## src/rtl/stream_pkg.sv

```systemverilog
`default_nettype none
// ----------------------------------------------------------------------------
// stream_pkg : types and default widths shared by stream_gen / stream_check.
// Rev 1.0
// ----------------------------------------------------------------------------
package stream_pkg;

  localparam int DEF_DATA_W    = 32;
  localparam int DEF_KEEP_W    = DEF_DATA_W / 8;
  localparam int DEF_ERR_CNT_W = 16;

  typedef struct packed {
    logic data;
    logic keep;
    logic last;
  } err_t;

  typedef enum logic [1:0] {
    IDLE  = 2'd0,
    RUN   = 2'd1,
    DRAIN = 2'd2
  } state_t;

  function automatic logic any_err(input err_t e);
    return e.data | e.keep | e.last;
  endfunction

endpackage
`default_nettype wire

```

## src/rtl/stream_pacer.sv

```systemverilog
`default_nettype none
// ----------------------------------------------------------------------------
// stream_pacer : issues one ready credit every rate+1 clocks while run is high.
// Rev 1.0
// ----------------------------------------------------------------------------
module stream_pacer (
  input  logic        clk,
  input  logic        aresetn,
  input  logic        run,
  input  logic [15:0] rate,
  input  logic        take,
  output logic        credit
);

  logic [15:0] cnt_q;
  logic        credit_q;

  // >= rather than == so a rate lowered mid-count still wraps promptly.
  always_ff @(posedge clk or negedge aresetn) begin
    if (!aresetn) begin
      cnt_q    <= '0;
      credit_q <= 1'b0;
    end else if (!run) begin
      cnt_q    <= '0;
      credit_q <= 1'b0;
    end else if (cnt_q >= rate) begin
      cnt_q    <= '0;
      credit_q <= 1'b1;
    end else begin
      cnt_q <= cnt_q + 16'd1;
      if (take) credit_q <= 1'b0;
    end
  end

  assign credit = credit_q;

endmodule
`default_nettype wire

```

## src/rtl/stream_check.sv

```systemverilog
`default_nettype none
// ----------------------------------------------------------------------------
// stream_check : paced AXI4-Stream sink verifying counting payload, tkeep, tlast.
// Rev 1.0
// ----------------------------------------------------------------------------
module stream_check
  import stream_pkg::*;
#(
  parameter int DATA_W    = DEF_DATA_W,
  parameter int ERR_CNT_W = DEF_ERR_CNT_W
) (
  input  logic                  clk,
  input  logic                  aresetn,
  input  logic                  enable,
  input  logic                  clear,
  input  logic [31:0]           frame_size,
  input  logic [15:0]           data_rate,
  input  logic [DATA_W-1:0]     tdata,
  input  logic [DATA_W/8-1:0]   tkeep,
  input  logic                  tlast,
  input  logic                  tvalid,
  output logic                  tready,
  output logic [31:0]           frame_count,
  output logic [ERR_CNT_W-1:0]  err_count,
  output logic                  err_sticky,
  output logic                  err_pulse,
  output logic [DATA_W-1:0]     first_err
);

  state_t                state_q, state_d;
  logic [DATA_W-1:0]     exp_q, first_err_q;
  logic [31:0]           beat_q, beat_d, fsz_q, fsz_cur, frame_cnt_q;
  logic [ERR_CNT_W-1:0]  err_cnt_q;
  logic                  sticky_q, pulse_q;
  logic                  credit, hs, pacer_run;
  err_t                  err;

  assign hs        = tvalid & credit;
  assign fsz_cur   = (beat_q == 32'd0) ? frame_size : fsz_q;
  assign pacer_run = (state_d != IDLE);

  always_comb begin
    err.data = (tdata != exp_q);
    err.keep = (tkeep != '1);
    err.last = tlast ? (beat_q != fsz_cur) : (beat_q == fsz_cur);
  end

  always_comb begin
    beat_d = beat_q;
    if (clear)   beat_d = '0;
    else if (hs) beat_d = tlast ? 32'd0 : beat_q + 32'd1;
  end

  // Leaving RUN looks at the post-handshake beat so a tlast accepted in the
  // same cycle enable drops does not strand the sink in DRAIN for a frame.
  always_comb begin
    state_d = state_q;
    unique case (state_q)
      IDLE:    if (enable) state_d = RUN;
      RUN:     if (!enable) state_d = (beat_d != 32'd0) ? DRAIN : IDLE;
      DRAIN:   if (hs && tlast) state_d = IDLE;
      default: state_d = IDLE;
    endcase
  end

  stream_pacer u_pacer (
    .clk     (clk),
    .aresetn (aresetn),
    .run     (pacer_run),
    .rate    (data_rate),
    .take    (hs),
    .credit  (credit)
  );

  always_ff @(posedge clk or negedge aresetn) begin
    if (!aresetn) begin
      state_q     <= IDLE;
      exp_q       <= '0;
      beat_q      <= '0;
      fsz_q       <= '0;
      frame_cnt_q <= '0;
      err_cnt_q   <= '0;
      sticky_q    <= 1'b0;
      pulse_q     <= 1'b0;
      first_err_q <= '0;
    end else begin
      state_q <= state_d;
      beat_q  <= beat_d;
      pulse_q <= 1'b0;
      if (clear) begin
        exp_q       <= '0;
        frame_cnt_q <= '0;
        err_cnt_q   <= '0;
        sticky_q    <= 1'b0;
        first_err_q <= '0;
      end else if (hs) begin
        exp_q <= tdata + DATA_W'(1);
        if (beat_q == 32'd0) fsz_q <= frame_size;
        if (tlast) frame_cnt_q <= frame_cnt_q + 32'd1;
        if (any_err(err)) begin
          pulse_q  <= 1'b1;
          sticky_q <= 1'b1;
          if (err_cnt_q != '1) err_cnt_q <= err_cnt_q + ERR_CNT_W'(1);
          if (!sticky_q) first_err_q <= tdata;
        end
      end
    end
  end

  assign tready      = credit;
  assign frame_count = frame_cnt_q;
  assign err_count   = err_cnt_q;
  assign err_sticky  = sticky_q;
  assign err_pulse   = pulse_q;
  assign first_err   = first_err_q;

endmodule
`default_nettype wire

```

## config.mk

```make
export PLATFORM = sky130hd
export DESIGN_NAME = stream_check
export DESIGN_NICKNAME = d
export VERILOG_FILES = /design/src/rtl/stream_pkg.sv /design/src/rtl/stream_pacer.sv /design/src/rtl/stream_check.sv
export SDC_FILE = /design/constraint.sdc
export NUM_CORES = 1
export LEC_CHECK = 0
export BUFFER_PORTS_ARGS = -buffer_cell sky130_fd_sc_hd__buf_2
export CAP_MARGIN = 20
export CORE_MARGIN = 1
export CORE_UTILIZATION = 40
export CTS_BUF_LIST = sky130_fd_sc_hd__clkbuf_2 sky130_fd_sc_hd__clkbuf_4 sky130_fd_sc_hd__clkbuf_8
export CTS_CLUSTER_DIAMETER = 150
export DETAILED_ROUTE_END_ITERATION = 10
export GPL_TIMING_DRIVEN = 0
export SLEW_MARGIN = 40
export SYNTH_ARGS = -nofsm -noshare
export SYNTH_HDL_FRONTEND = slang
export SYNTH_SLANG_ARGS = --single-unit
```

## constraint.sdc

```tcl
create_clock -name clk -period 3.7 [get_ports clk]
set_input_delay 0 -clock clk [delete_from_list [all_inputs] [get_ports clk]]
set_output_delay 0 -clock clk [all_outputs]
set_load 0.05 [all_outputs]
```

# Word level (Yosys, flattened, before mapping)
# Index checks and enable logic that the tools add are counted.
[word_totals]
regBits = 197
input_bits = 90
out_inout_bits = 83
[op_classes]
add_sub_neg = 5
order_cmp = 1
eq_ne = 9
muxes = 34
n_bitwise = 4
reduce_logical = 14
[ops]
columns = ["cell", "n"]
rows = [
  ["$mux 32", 13],
  ["$add 32x1->32 const B", 3],
  ["$mux 16", 6],
  ["$ne 32x32->1", 2],
  ["$add 16x1->16 const B", 2],
  ["$eq 32x32->1", 1],
  ["$logic_not 32->1", 1],
  ["$reduce_bool 32->1", 1],
  ["$ge 16x16->1", 1],
  ["$ne 16x16->1 const B", 1],
  ["$mux 1", 10],
  ["$reduce_bool 2->1", 5],
  ["$mux 2", 4],
  ["$pmux 2 s3", 1],
  ["$reduce_and 2->1", 3],
  ["$reduce_and 3->1", 2],
  ["$ne 4x4->1 const B", 1],
  ["$ne 3x3->1 const B", 1],
  ["$eq 2x1->1 const B", 1],
  ["$eq 2x2->1 const B", 1],
  ["$logic_not 2->1", 1],
  ["$ne 2x2->1 const B", 1],
  ["$or 1x1->1", 2],
  ["$and 1x1->1", 1],
  ["2 further kinds", 2],
]

# Logic depth before layout (Yosys ltp)
# Gate-level depths: netlist of run 1.
[depth]
word_depth = 10
depth_mapped = 14
depth_no_buf = 11

# Hierarchy
# Synthesis of run 1 repeated with hierarchy kept, for this count alone.
[hier_totals]
cells_unflattened = 1217
area_unflattened_um2 = 11466.0
[by_module_without_submodules]
columns = ["mod", "n_inst", "cells_each", "area_per_inst_um2", "seq_area_each_um2"]
rows = [
  ["stream_check", 1, 1078, 10188.5, 4504.3],
  ["stream_pacer", 1, 139, 1277.5, 425.4],
]

# Least setup slack after synthesis of run 1
# No wires, ideal clock.
[synth_timing]
path_type = "flip-flop to flip-flop"
startpoint = "reg beat_q[0]"
endpoint = "reg err_cnt_q[3], in the netlist err_count[3]"
t_arrival_ps = 3106
t_required_ps = 3622
slack_ps = 516
stages_incl_launch_ff = 15
path_buffers = 3
synth_period_minus_slack_ps = 3184
path_cell_list = "dfrtp_1 buf_2 inv_1 ha_1 or4b_1 nor4_1 nand4_1 mux2i_1 nor3_1 nand2_1 a2111oi_4 buf_2 buf_4 o21ai_0 a21oi_1"
[synth_between]
elab_chain_len = 7
[synth_rtl]
columns = ["element", "line", "source"]
rows = [
  ["start: declaration", "stream_check.sv:32", "logic [31:0] beat_q, beat_d, fsz_q, fsz_cur, frame_cnt_q;"],
  ["start signal: assignment", "stream_check.sv:88", "beat_q <= beat_d;"],
  ["$logic_not 32->1", "stream_check.sv:39", "assign fsz_cur = (beat_q == 32'd0) ? frame_size : fsz_q;"],
  ["$mux 32", "-", ""],
  ["$eq 32x32->1 or $ne 32x32->1 (tied branches)", "stream_check.sv:45", "err.last = tlast ? (beat_q != fsz_cur) : (beat_q == fsz_cur);"],
  ["$mux 1 (*)", "stream_check.sv:45", ""],
  ["$or 1x1->1 (*)", "stream_pkg.sv:25", "return e.data | e.keep | e.last;"],
  ["$reduce_bool 2->1 (no source line) (*)", "-", ""],
  ["$reduce_and 3->1 (no source line) (*)", "-", ""],
  ["end signal: assignment", "stream_check.sv:103", "if (err_cnt_q != '1) err_cnt_q <= err_cnt_q + ERR_CNT_W'(1);"],
  ["end: declaration", "stream_check.sv:33", "logic [ERR_CNT_W-1:0] err_cnt_q;"],
]
# Mark *: on every way between the ends. The rest lies on a longest branch, timed or not.
# A chain may end at the register's enable or synchronous reset.

# Final worst setup path of run 1
[layout_timing]
startpoint = "reg beat_q[1]"
endpoint = "reg u_pacer.cnt_q[10]"
[layout_between]
elab_chain_len = 10
[layout_rtl]
columns = ["element", "line", "source"]
rows = [
  ["$add 32x1->32", "stream_check.sv:51", "else if (hs) beat_d = tlast ? 32'd0 : beat_q + 32'd1;"],
  ["$mux 32 (2 in series)", "stream_check.sv:51", ""],
  ["$mux 32", "stream_check.sv:50", "if (clear) beat_d = '0;"],
  ["named net beat_d[28]", "stream_check.sv:32", ""],
  ["$reduce_bool 32->1", "stream_check.sv:60", "RUN: if (!enable) state_d = (beat_d != 32'd0) ? DRAIN : IDLE;"],
  ["$mux 2 (2 in series)", "stream_check.sv:60", ""],
  ["$pmux 2 s3", "stream_check.sv:58", "unique case (state_q)"],
  ["$reduce_bool 2->1", "stream_check.sv:40", "assign pacer_run = (state_d != IDLE);"],
  ["$mux 16", "stream_pacer.sv:23", "end else if (!run) begin"],
  ["end signal: assignment", "stream_pacer.sv:30", "cnt_q <= cnt_q + 16'd1;"],
  ["end: declaration", "stream_pacer.sv:15", "logic [15:0] cnt_q;"],
]
# The timed path passes the listed nets, and every way through them passes these cells.

==> impl_metrics.env, run 1 <==
export IMPL_startpoint="beat_q[1]"
export IMPL_die_y_um=172
export IMPL_routed_via_count=10111
export IMPL_synthFlopType="dfrtp_1"
export IMPL_wl_met3_mm=1.76
export IMPL_cap_violations=0
export IMPL_cp_slowest_cell="nor4_4"
export IMPL_cp_common_cell="nand4_1"
export IMPL_drt_met1_wl_mm=15.1
export IMPL_place_congestion=0.899
export IMPL_rows=61
export IMPL_totalWireLength_mm=33.1
export IMPL_worst_slew_pin_slew_ns=0.761
export IMPL_path_buf_inv=1
export IMPL_hold_ws_ns=0.0242
export IMPL_endpoint_kind="register"
export IMPL_cts_root_buffer_cell="clkbuf_8"
export IMPL_total_power_w=0.00407
export IMPL_worstPathArrival_ns=3.93
export IMPL_hold_class="input port to asynchronous set/reset pin"
export IMPL_overflow=0
export IMPL_final_core_util=0.502
export IMPL_ctsLongestPathBuffers=2
export IMPL_finalWorstSetupSlack_ns=0.156
export IMPL_cts_buffers_inserted=17
export IMPL_die_x_um=172
export IMPL_crit_path_max_fanout=10
export IMPL_initial_utilization=0.410
export IMPL_htreeDepth=4
export IMPL_final_antenna_net_count=0
export IMPL_yosys_area_top_type_share=0.428
export IMPL_cts_tree="yes"
export IMPL_crit_path_end="u_pacer.cnt_q[10]"
export IMPL_finalSetupViolations=0
export IMPL_dp_worst_setup_slack_ns=-0.221
export IMPL_clk_latency_ns=0.50
export IMPL_grt_usage=0.234
export IMPL_required_ns=4.08
export IMPL_drive_gt1_frac=0.191
export IMPL_slew_headroom=0.493
export IMPL_nets=1604
export IMPL_crit_type="register to register"
export IMPL_reg2reg_depth=11
export IMPL_io_buffers=167
export IMPL_final_hold_viol_count=0
export IMPL_p_per_area_mw_per_mm2=289
export IMPL_post_route_period_util=0.958
export IMPL_core_mm2=0.0281
export IMPL_reg2reg_from="beat_q[1]"
export IMPL_synth_cells=1231
export IMPL_drtIter0Drc=594
export IMPL_antenna_found_initial=0
export IMPL_p_leak_nw=6.57
export IMPL_yosys_area_top_type="dfrtp_1"
export IMPL_cp_depth=11
export IMPL_finalMaxSlewViolations=0
export IMPL_place_hpwl_mm=23.9
export IMPL_path_clk_slew_ns=0.11
export IMPL_ir_worst_vdd_mv=0.193
export IMPL_synth_seq_cells=197
export IMPL_vias_per_cell=5.37
export IMPL_drcViolationCount=0
export IMPL_synth_edf_count=0
export IMPL_startpoint_type="register"
export IMPL_fmax_mhz=282
export IMPL_skew_ns=0.0269
export IMPL_synthTopCellsByCount="dfrtp_1, nor2_1, xnor2_1, xor2_1, nand2_1"
export IMPL_ys_top_cells_by_area="dfrtp_1, xnor2_1, xor2_1, nor2_1, mux2i_1"
export IMPL_finalCriticalPeriod_ns=3.54
export IMPL_wl_per_cell_um=17.6
export IMPL_grt_pass1_wl_mm=53.5
export IMPL_critical_path_cell_chain="ha_1 -> nand4_1 -> nor4_4 -> nand4_1 -> mux2i_1 -> a2111oi_2 -> nand4b_1 -> o311ai_2 -> a21o_2 -> buf_6 -> nor2_1"
export IMPL_antenna_cells=0
export IMPL_r2r_slack_ns=0.16
export IMPL_grt_pass1_vias=9734
export IMPL_fin_cells=1883
export IMPL_place_inst=1778
export IMPL_syn_nets=1343
export IMPL_max_stage_delay_ns=0.55
export IMPL_worstReg2RegEnd="u_pacer.cnt_q[10]"
export IMPL_met2_length_mm=15.7
export IMPL_yosys_warnings=0
export IMPL_highest_layer="met4"
export IMPL_async_flop_share=1.00
export IMPL_grt_max_degree=71
export IMPL_ys_types=68
export IMPL_run_status="complete, no violations"
export IMPL_syn_area_per_cell_um2=9.36
export IMPL_dieArea_mm2=0.0295
export IMPL_syn_cell_area_mm2=0.0115
export IMPL_synthToLayoutAreaGrowth_pct=22.4
export IMPL_dr_pass1_iters=7
export IMPL_clkSinkCount=197
export IMPL_io_pins=173
export IMPL_synth_most_common_cell="dfrtp_1"
export IMPL_seq_area_frac_synth=0.428
export IMPL_critPathTopFamily="simple AND/OR/NAND/NOR gates"
metal layers:
metal | global-route usage | vias to the layer above
met5 | 0 | -
met4 | 0.0598 | 0
met2 | 0.373 | 275
met3 | 0.0391 | 42
met1 | 0.327 | 4975
li1 | - | 4819
through the flow:
step / setup TNS (ns) / area [um^2]
3_5_place_dp: -2.99 / 12900
3_3_place_gp: -179.85 / 12800
4_1_cts: 0 / 14100
6_report: 0 / 14100
2_1_floorplan: 0 / 11500
5_1_grt: -0.00734 / 14100
cell type report:
| type | instances | area, um^2 |
|---|---|---|
| buffer | 75 | 348 |
| clock buffer | 17 | 234 |
| clock inverter | 15 | 161 |
| fill | 2716 | 14000 |
| inverter | 49 | 184 |
| multi-input combinational | 910 | 6140 |
| sequential | 197 | 4930 |
| tap | 378 | 473 |
| timing repair buffer | 242 | 1630 |
kinds of logic (layout without fill, tap and decap cells):
| logic type | Yosys count | after routing | share of synthesized area |
|---|---|---|---|
| buffers and inverters | 124 | 398 | 0.0456 |
| multiplexers | 69 | 69 | 0.0634 |
| adder cells (fa/ha/maj) | 22 | 22 | 0.0239 |
| flip-flops | 197 | 197 | 0.428 |
| AO/OA/AOI/OAI | 133 | 133 | 0.0822 |
| XOR/XNOR | 177 | 177 | 0.135 |
| AND/OR/NAND/NOR | 509 | 509 | 0.222 |
how the worst min path moves through the flow:
| stage | slack, ns | end | from | depth (start not counted) |
|---|---|---|---|---|
| after floorplan | -0.30 | beat_q[0] | aresetn | 0 |
| after global placement | 0.25 | fsz_q[10] | frame_size[10] | 2 |
| after detailed placement | -0.01 | first_err[19] | aresetn | 1 |
| after CTS | 0.03 | first_err[19] | aresetn | 2 |
| after global routing | 0.04 | first_err[19] | aresetn | 2 |
| final | 0.02 | first_err[19] | aresetn | 2 |
power by group:
group	internal [W]	leakage [nW]	switching, W	total [W]
combinational	0.000179	3.62	0.000231	0.000410
clock	0.000570	0.204	0.000897	0.00147
sequential	0.00218	2.74	0.0000199	0.00220
total	0.00293	6.57	0.00115	0.00407
sequential cells by signal, indices dropped and copies added (netlist names):
signal / cells
beat_q: 32
err_count: 16
err_pulse: 1
err_sticky: 1
exp_q: 32
first_err: 32
frame_count: 32
fsz_q: 32
state_q: 2
u_pacer.cnt_q: 16
u_pacer.credit: 1
timing repair:
| item | in CTS | in global routing |
|---|---|---|
| resized for setup | 5 | 13 |
| buffers inserted | 1 | 0 |
| pin swaps | 1 | 2 |
| hold buffers | 72 | 0 |
| setup endpoints to repair | 27 | 49 |
| endpoints found under the hold margin | 230 | 0 |
placed cells by master, fill, tap and decap left out, types with 10 or more instances in the layout:
cell,count
nand2_1,73
or4_1,10
dlygate4sd3_1,72
a211oi_1,26
nand4_1,46
nor3_1,17
dfrtp_1,196
or3_1,20
mux2_2,32
a21oi_1,27
xor2_1,81
nor2_1,180
xnor2_1,96
clkbuf_8,17
mux2i_1,36
buf_2,183
and3_1,17
o21ai_0,22
o31ai_1,10
ha_1,22
and4_1,11
nand3_1,51
inv_1,49
nor4_1,31
clkbuf_1,42
Power figures use the tool's default switching activity.
==> run 2: changes to the inputs <==
==> constraint.sdc (replaced) <==
create_clock -name clk -period 3.7 [get_ports clk]
set_input_delay 0.555 -clock clk [delete_from_list [all_inputs] [get_ports clk]]
set_output_delay 0.555 -clock clk [all_outputs]
set_load 0.05 [all_outputs]
==> run 2 against run 1 <==
  * Cell area is 5.0% lower
  * Count of clock-buffer cells in the layout stayed put
  * Sequential power about the same
  * Routed wire length is 2.6% lower
  * Cell count decreased by 3.7%
  * Worst hold slack gained 0.28 ns
  * Global-route usage down 0.64 points
  * Critical endpoint unchanged
  * Largest power group unchanged
==> impl_metrics.env, run 2 (same netlist as run 1, synthesis figures left out) <==
export IMPL_hold_ws_ns=0.306
export IMPL_dieArea_mm2=0.0295
export IMPL_endpoint_kind="register"
export IMPL_ir_worst_vdd_mv=0.192
export IMPL_core_mm2=0.0281
export IMPL_fin_cells=1813
export IMPL_finalSetupViolations=0
export IMPL_p_per_area_mw_per_mm2=300
export IMPL_cap_violations=0
export IMPL_fmax_mhz=280
export IMPL_place_inst=1778
export IMPL_skew_ns=0.0279
export IMPL_post_route_period_util=0.966
export IMPL_final_core_util=0.477
export IMPL_critPathTopFamily="compound AO/OA/AOI/OAI gates"
export IMPL_clkSinkCount=197
export IMPL_grt_max_degree=71
export IMPL_final_hold_viol_count=0
export IMPL_overflow=0
export IMPL_antenna_found_initial=1
export IMPL_hold_class="input port to register"
export IMPL_p_comb_frac=0.087
export IMPL_place_congestion=0.899
export IMPL_clk_latency_ns=0.51
export IMPL_rows=61
export IMPL_final_antenna_net_count=0
export IMPL_pwr_share_clk=0.366
export IMPL_initial_utilization=0.410
export IMPL_finalCriticalPeriod_ns=3.57
export IMPL_drive_gt1_frac=0.200
export IMPL_worst_slew_pin_slew_ns=0.752
export IMPL_vias_per_cell=5.41
export IMPL_switching_power_w=0.00114
export IMPL_routed_via_count=9806
export IMPL_nets=1533
export IMPL_crit_path_max_fanout=10
export IMPL_place_hpwl_mm=23.9
export IMPL_p_leak_nw=6.27
export IMPL_worstPathArrival_ns=3.96
export IMPL_p_seq_frac=0.546
export IMPL_grt_usage=0.227
export IMPL_critical_path_cell_chain="clkbuf_1 -> nand2_1 -> or3_1 -> buf_2 -> nor2_2 -> nand4_1 -> a2111oi_0 -> a31oi_1 -> o311ai_2 -> a21o_2 -> buf_6 -> nor2_1"
export IMPL_die_x_um=172
export IMPL_drcViolationCount=0
export IMPL_p_int_w=0.00288
export IMPL_cts_root_buffer_cell="clkbuf_8"
export IMPL_max_stage_delay_ns=0.49
export IMPL_cts_buffers_inserted=17
export IMPL_layout_commonest_cell="dfrtp_1"
export IMPL_startpoint_type="register"
export IMPL_wl_per_cell_um=17.8
export IMPL_totalWireLength_mm=32.2
export IMPL_htreeDepth=4
export IMPL_cp_slowest_cell="a2111oi_0"
export IMPL_io_pins=173
export IMPL_path_buf_inv=3
export IMPL_path_clk_slew_ns=0.11
export IMPL_ctsLongestPathBuffers=2
export IMPL_grt_pass1_wl_mm=52.0
export IMPL_io_buffers=167
export IMPL_required_ns=4.08
export IMPL_cts_tree="yes"
export IMPL_run_status="complete, no violations"
export IMPL_dr_pass1_iters=6
export IMPL_synthToLayoutAreaGrowth_pct=16.3
export IMPL_final_cell_mix="dfrtp_1, buf_2, nor2_1, xnor2_1, xor2_1"
export IMPL_slew_headroom=0.499
export IMPL_drtIter0Drc=548
export IMPL_swShare=0.284
export IMPL_die_y_um=172
export IMPL_crit_type="register to register"
export IMPL_finalMaxSlewViolations=0
export IMPL_grt_pass1_vias=9343
-- run 2: cell count changes in the layout (fill, tap and decap cells not counted), sizes merged --
cell	change
dlygate4sd3	-71
buf	-1
clkbuf	+1
diode	+1
-- run 2: final cells by class --
| type | count | area [um^2] |
|---|---|---|
| fillers | 2807 | 14700 |
| multi-input cells | 910 | 6140 |
| flip-flops and latches | 197 | 4930 |
| repair buffers | 171 | 918 |
| well taps | 378 | 473 |
| plain buffers | 75 | 348 |
| clock buffers | 17 | 234 |
| inverters | 49 | 184 |
| clock inverters | 15 | 161 |
| diodes | 1 | 2.50 |
-- run 2: per-stage QoR --
stage | setup slack (ns) | instance area, um^2 | setup TNS, ns | total power [W]
final | 0.126 | 13400 | 0 | 0.00402
after global routing | -0.00674 | 13400 | -0.00674 | 0.00418
after CTS | 0.0342 | 13300 | 0 | 0.00406
after detailed placement | -0.221 | 12900 | -2.99 | 0.00259
after global placement | -1.48 | 12800 | -289.19 | 0.00258
after floorplan | 0.516 | 11500 | 0 | 0.00240
-- run 2: final timing paths --
check / startpoint / endpoint / slack, ns / depth (start not counted)
max: beat_q[9] / u_pacer.cnt_q[10] / 0.13 / 12
min: frame_size[17] / fsz_q[17] / 0.31 / 2
max reg2reg: beat_q[9] / u_pacer.cnt_q[10] / 0.13 / 12
min reg2reg: state_q[1] / state_q[0] / 0.48 / 1
max in group asynchronous: aresetn / beat_q[3] / 2.02 / 4
min in group asynchronous: aresetn / first_err[19] / 0.57 / 2
-- run 2: per-layer routing --
layer	part of all wire	global-route usage	routed length (um)
met3	0.054	0.0393	1740
met4	0.016	0.0559	508
met2	0.47	0.358	15000
met5	0	0	0
met1	0.46	0.322	15000
-- run 2: timing repair --
item / 4_1_cts / 5_1_grt
endpoints found under the setup margin: 27 / 49
hold buffers: 1 / 0
resized for setup: 5 / 12
hold endpoints to repair: 7 / 0
pin swaps: 1 / 2
setup buffers: 1 / 0
-- run 2: power by group through the flow --
stage | Clock [W] | Sequential (W) | Combinational [W]
6_report | 0.00147 | 0.00220 | 0.000351
5_1_grt | 0.00158 | 0.00220 | 0.000395
4_1_cts | 0.00150 | 0.00220 | 0.000356
3_5_place_dp | 0 | 0.00224 | 0.000353
3_3_place_gp | 0 | 0.00224 | 0.000342
2_1_floorplan | 0 | 0.00224 | 0.000163
==> run 3: changes to the inputs <==
--- a/config.mk
+++ b/config.mk
@@ -10,3 +10,3 @@
 export CORE_MARGIN = 1
-export CORE_UTILIZATION = 40
+export CORE_UTILIZATION = 60
 export CTS_BUF_LIST = sky130_fd_sc_hd__clkbuf_2 sky130_fd_sc_hd__clkbuf_4 sky130_fd_sc_hd__clkbuf_8
@@ -15,2 +15,4 @@
 export GPL_TIMING_DRIVEN = 0
+export PLACE_DENSITY = 0.83
+export SKIP_LAST_GASP = 1
 export SLEW_MARGIN = 40
==> constraint.sdc (replaced) <==
create_clock -name clk -period 3.7 [get_ports clk]
set_input_delay 0.185 -clock clk [delete_from_list [all_inputs] [get_ports clk]]
set_output_delay 0.185 -clock clk [all_outputs]
set_load 0.05 [all_outputs]
==> run 3 against run 2 <==
  * Count of clock-buffer cells in the layout rose by 1
  * Clock power fell by 5%
  * Largest power group unchanged
  * Total power fell by 1.1%
  * Worst hold slack got worse by 0.30 ns
  * Critical path type unchanged
  * Register-to-register slack got worse by 0.12 ns
  * Combinational power rose by 11%
  * Sequential power barely moved
  * Worst setup slack got worse by 0.12 ns
==> impl_metrics.env, run 3 (same netlist as run 1, synthesis figures left out) <==
export IMPL_run_status="complete, no violations"
export IMPL_drtIter0Drc=1079
export IMPL_endpoint_kind="register"
export IMPL_final_antenna_net_count=0
export IMPL_pwr_share_clk=0.349
export IMPL_fin_cells=1705
export IMPL_totalWireLength_mm=32.3
export IMPL_p_comb_frac=0.098
export IMPL_die_x_um=141
export IMPL_met2_length_mm=14.7
export IMPL_worstPathArrival_ns=4.06
export IMPL_grt_usage=0.332
export IMPL_finalCriticalPeriod_ns=3.69
export IMPL_finalWorstSetupSlack_ns=0.00621
export IMPL_fmax_mhz=271
export IMPL_cts_buffers_inserted=17
export IMPL_grt_pass1_wl_mm=51.5
export IMPL_p_per_area_mw_per_mm2=293
export IMPL_initial_utilization=0.614
export IMPL_startpoint_type="register"
export IMPL_p_int_w=0.00285
export IMPL_crit_path_max_fanout=10
export IMPL_htreeDepth=4
export IMPL_drive_gt1_frac=0.199
export IMPL_hold_class="input port to register"
export IMPL_wl_per_cell_um=18.9
export IMPL_ctsLongestPathBuffers=2
export IMPL_routed_via_count=10583
export IMPL_skew_ns=0.0179
export IMPL_slew_headroom=0.510
export IMPL_die_y_um=141
export IMPL_swShare=0.283
export IMPL_place_hpwl_mm=22.4
export IMPL_overflow=0
export IMPL_grt_pass1_vias=10096
export IMPL_nets=1570
export IMPL_post_route_period_util=0.998
export IMPL_finalMaxSlewViolations=0
export IMPL_io_buffers=167
export IMPL_path_clk_slew_ns=0.11
export IMPL_fillCellCount=1362
export IMPL_drt_met1_wl_mm=13.2
export IMPL_p_seq_frac=0.553
export IMPL_highest_layer="met5"
export IMPL_switching_power_w=0.00113
export IMPL_antenna_cells=0
export IMPL_dieArea_mm2=0.0198
export IMPL_clk_latency_ns=0.49
export IMPL_io_pins=173
export IMPL_clkSinkCount=197
export IMPL_drcViolationCount=0
export IMPL_final_cell_mix="dfrtp_1, buf_2, nor2_1, xnor2_1, xor2_1"
export IMPL_grt_max_degree=56
export IMPL_dp_worst_setup_slack_ns=-0.0451
export IMPL_wl_met3_mm=3.04
export IMPL_vias_per_cell=6.21
export IMPL_ir_worst_vdd_mv=0.246
export IMPL_hold_ws_ns=0.0103
export IMPL_final_hold_viol_count=0
export IMPL_place_inst=1635
export IMPL_antenna_found_initial=1
export IMPL_layout_commonest_cell="dfrtp_1"
export IMPL_required_ns=4.06
export IMPL_synthToLayoutAreaGrowth_pct=17.8
export IMPL_worst_slew_pin_slew_ns=0.736
export IMPL_core_mm2=0.0188
export IMPL_cap_violations=0
export IMPL_place_congestion=0.941
export IMPL_crit_type="register to register"
export IMPL_cts_tree="yes"
export IMPL_cts_root_buffer_cell="clkbuf_8"
export IMPL_finalSetupViolations=0
export IMPL_rows=50
export IMPL_dr_pass1_iters=7
export IMPL_p_leak_nw=6.42
==> run 3: layer usage <==
metal,GRT usage,up-vias
li1,-,4752
met1,0.448,5032
met2,0.518,647
met3,0.0745,150
met4,0.144,2
met5,0,-
==> run 3: cell type report <==
cell class / instances / area, um^2 / share of cell area
Buffer: 75 / 344 / 0.0254
Clock buffer: 18 / 248 / 0.0183
Clock inverter: 14 / 136 / 0.0100
Inverter: 49 / 184 / 0.0136
Multi-Input combinational cell: 910 / 6140 / 0.452
Sequential cell: 197 / 4930 / 0.363
Tap cell: 234 / 293 / 0.0216
Timing Repair Buffer: 208 / 1300 / 0.0955
==> run 3: metrics by stage <==
| stage | total power (W) | cell area [um^2] | TNS (ns) | utilization |
|---|---|---|---|---|
| 2_1_floorplan | 0.00240 | 11500 | 0 | - |
| 3_3_place_gp | 0.00257 | 12600 | -167.93 | 0.674 |
| 3_5_place_dp | 0.00259 | 12700 | -0.279 | 0.679 |
| 4_1_cts | 0.00397 | 13500 | 0 | 0.718 |
| 5_1_grt | 0.00409 | 13600 | -3.90 | 0.723 |
| 6_report | 0.00398 | 13600 | 0 | 0.723 |
==> run 3: final timing paths <==
path / start / end / slack [ns] / depth (start not counted)
max in group asynchronous: aresetn / fsz_q[11] / 2.92 / 3
worst max register to register: beat_q[1] / first_err[13] / 0.006 / 14
worst min-delay path: tdata[25] / first_err[25] / 0.01 / 3
worst min register to register: state_q[1] / state_q[0] / 0.49 / 1
worst max-delay path: beat_q[1] / first_err[13] / 0.006 / 14
min in group asynchronous: aresetn / frame_count[2] / 0.18 / 2
==> run 3: repair_timing <==
item / CTS / global route
pin swaps: 1 / 4
hold endpoints to repair: 229 / 0
endpoints found under the setup margin: 15 / 55
gates resized for setup: 1 / 13
setup buffers: 1 / 4
hold buffers: 33 / 0
==> run 3: worst max-delay path, cell delays in order, from the launching register on <==
cell and delay [ns]:
dfrtp_1 0.49, inv_1 0.16, ha_1 0.20, or4b_1 0.50
nor4_2 0.21, nand4_1 0.14, buf_4 0.20, mux2i_2 0.36
nor3_2 0.10, buf_4 0.16, a211o_1 0.32, nand3_2 0.20
buf_4 0.26, mux2i_1 0.23, nor2_1 0.06
==> run 3: power by group through the flow <==
stage	registers, W	clock network (W)	logic (W)
after floorplan	0.00224	0	0.000163
after global placement	0.00224	0	0.000329
after detailed placement	0.00224	0	0.000350
after CTS	0.00220	0.00139	0.000380
after global routing	0.00220	0.00147	0.000425
final	0.00220	0.00139	0.000389
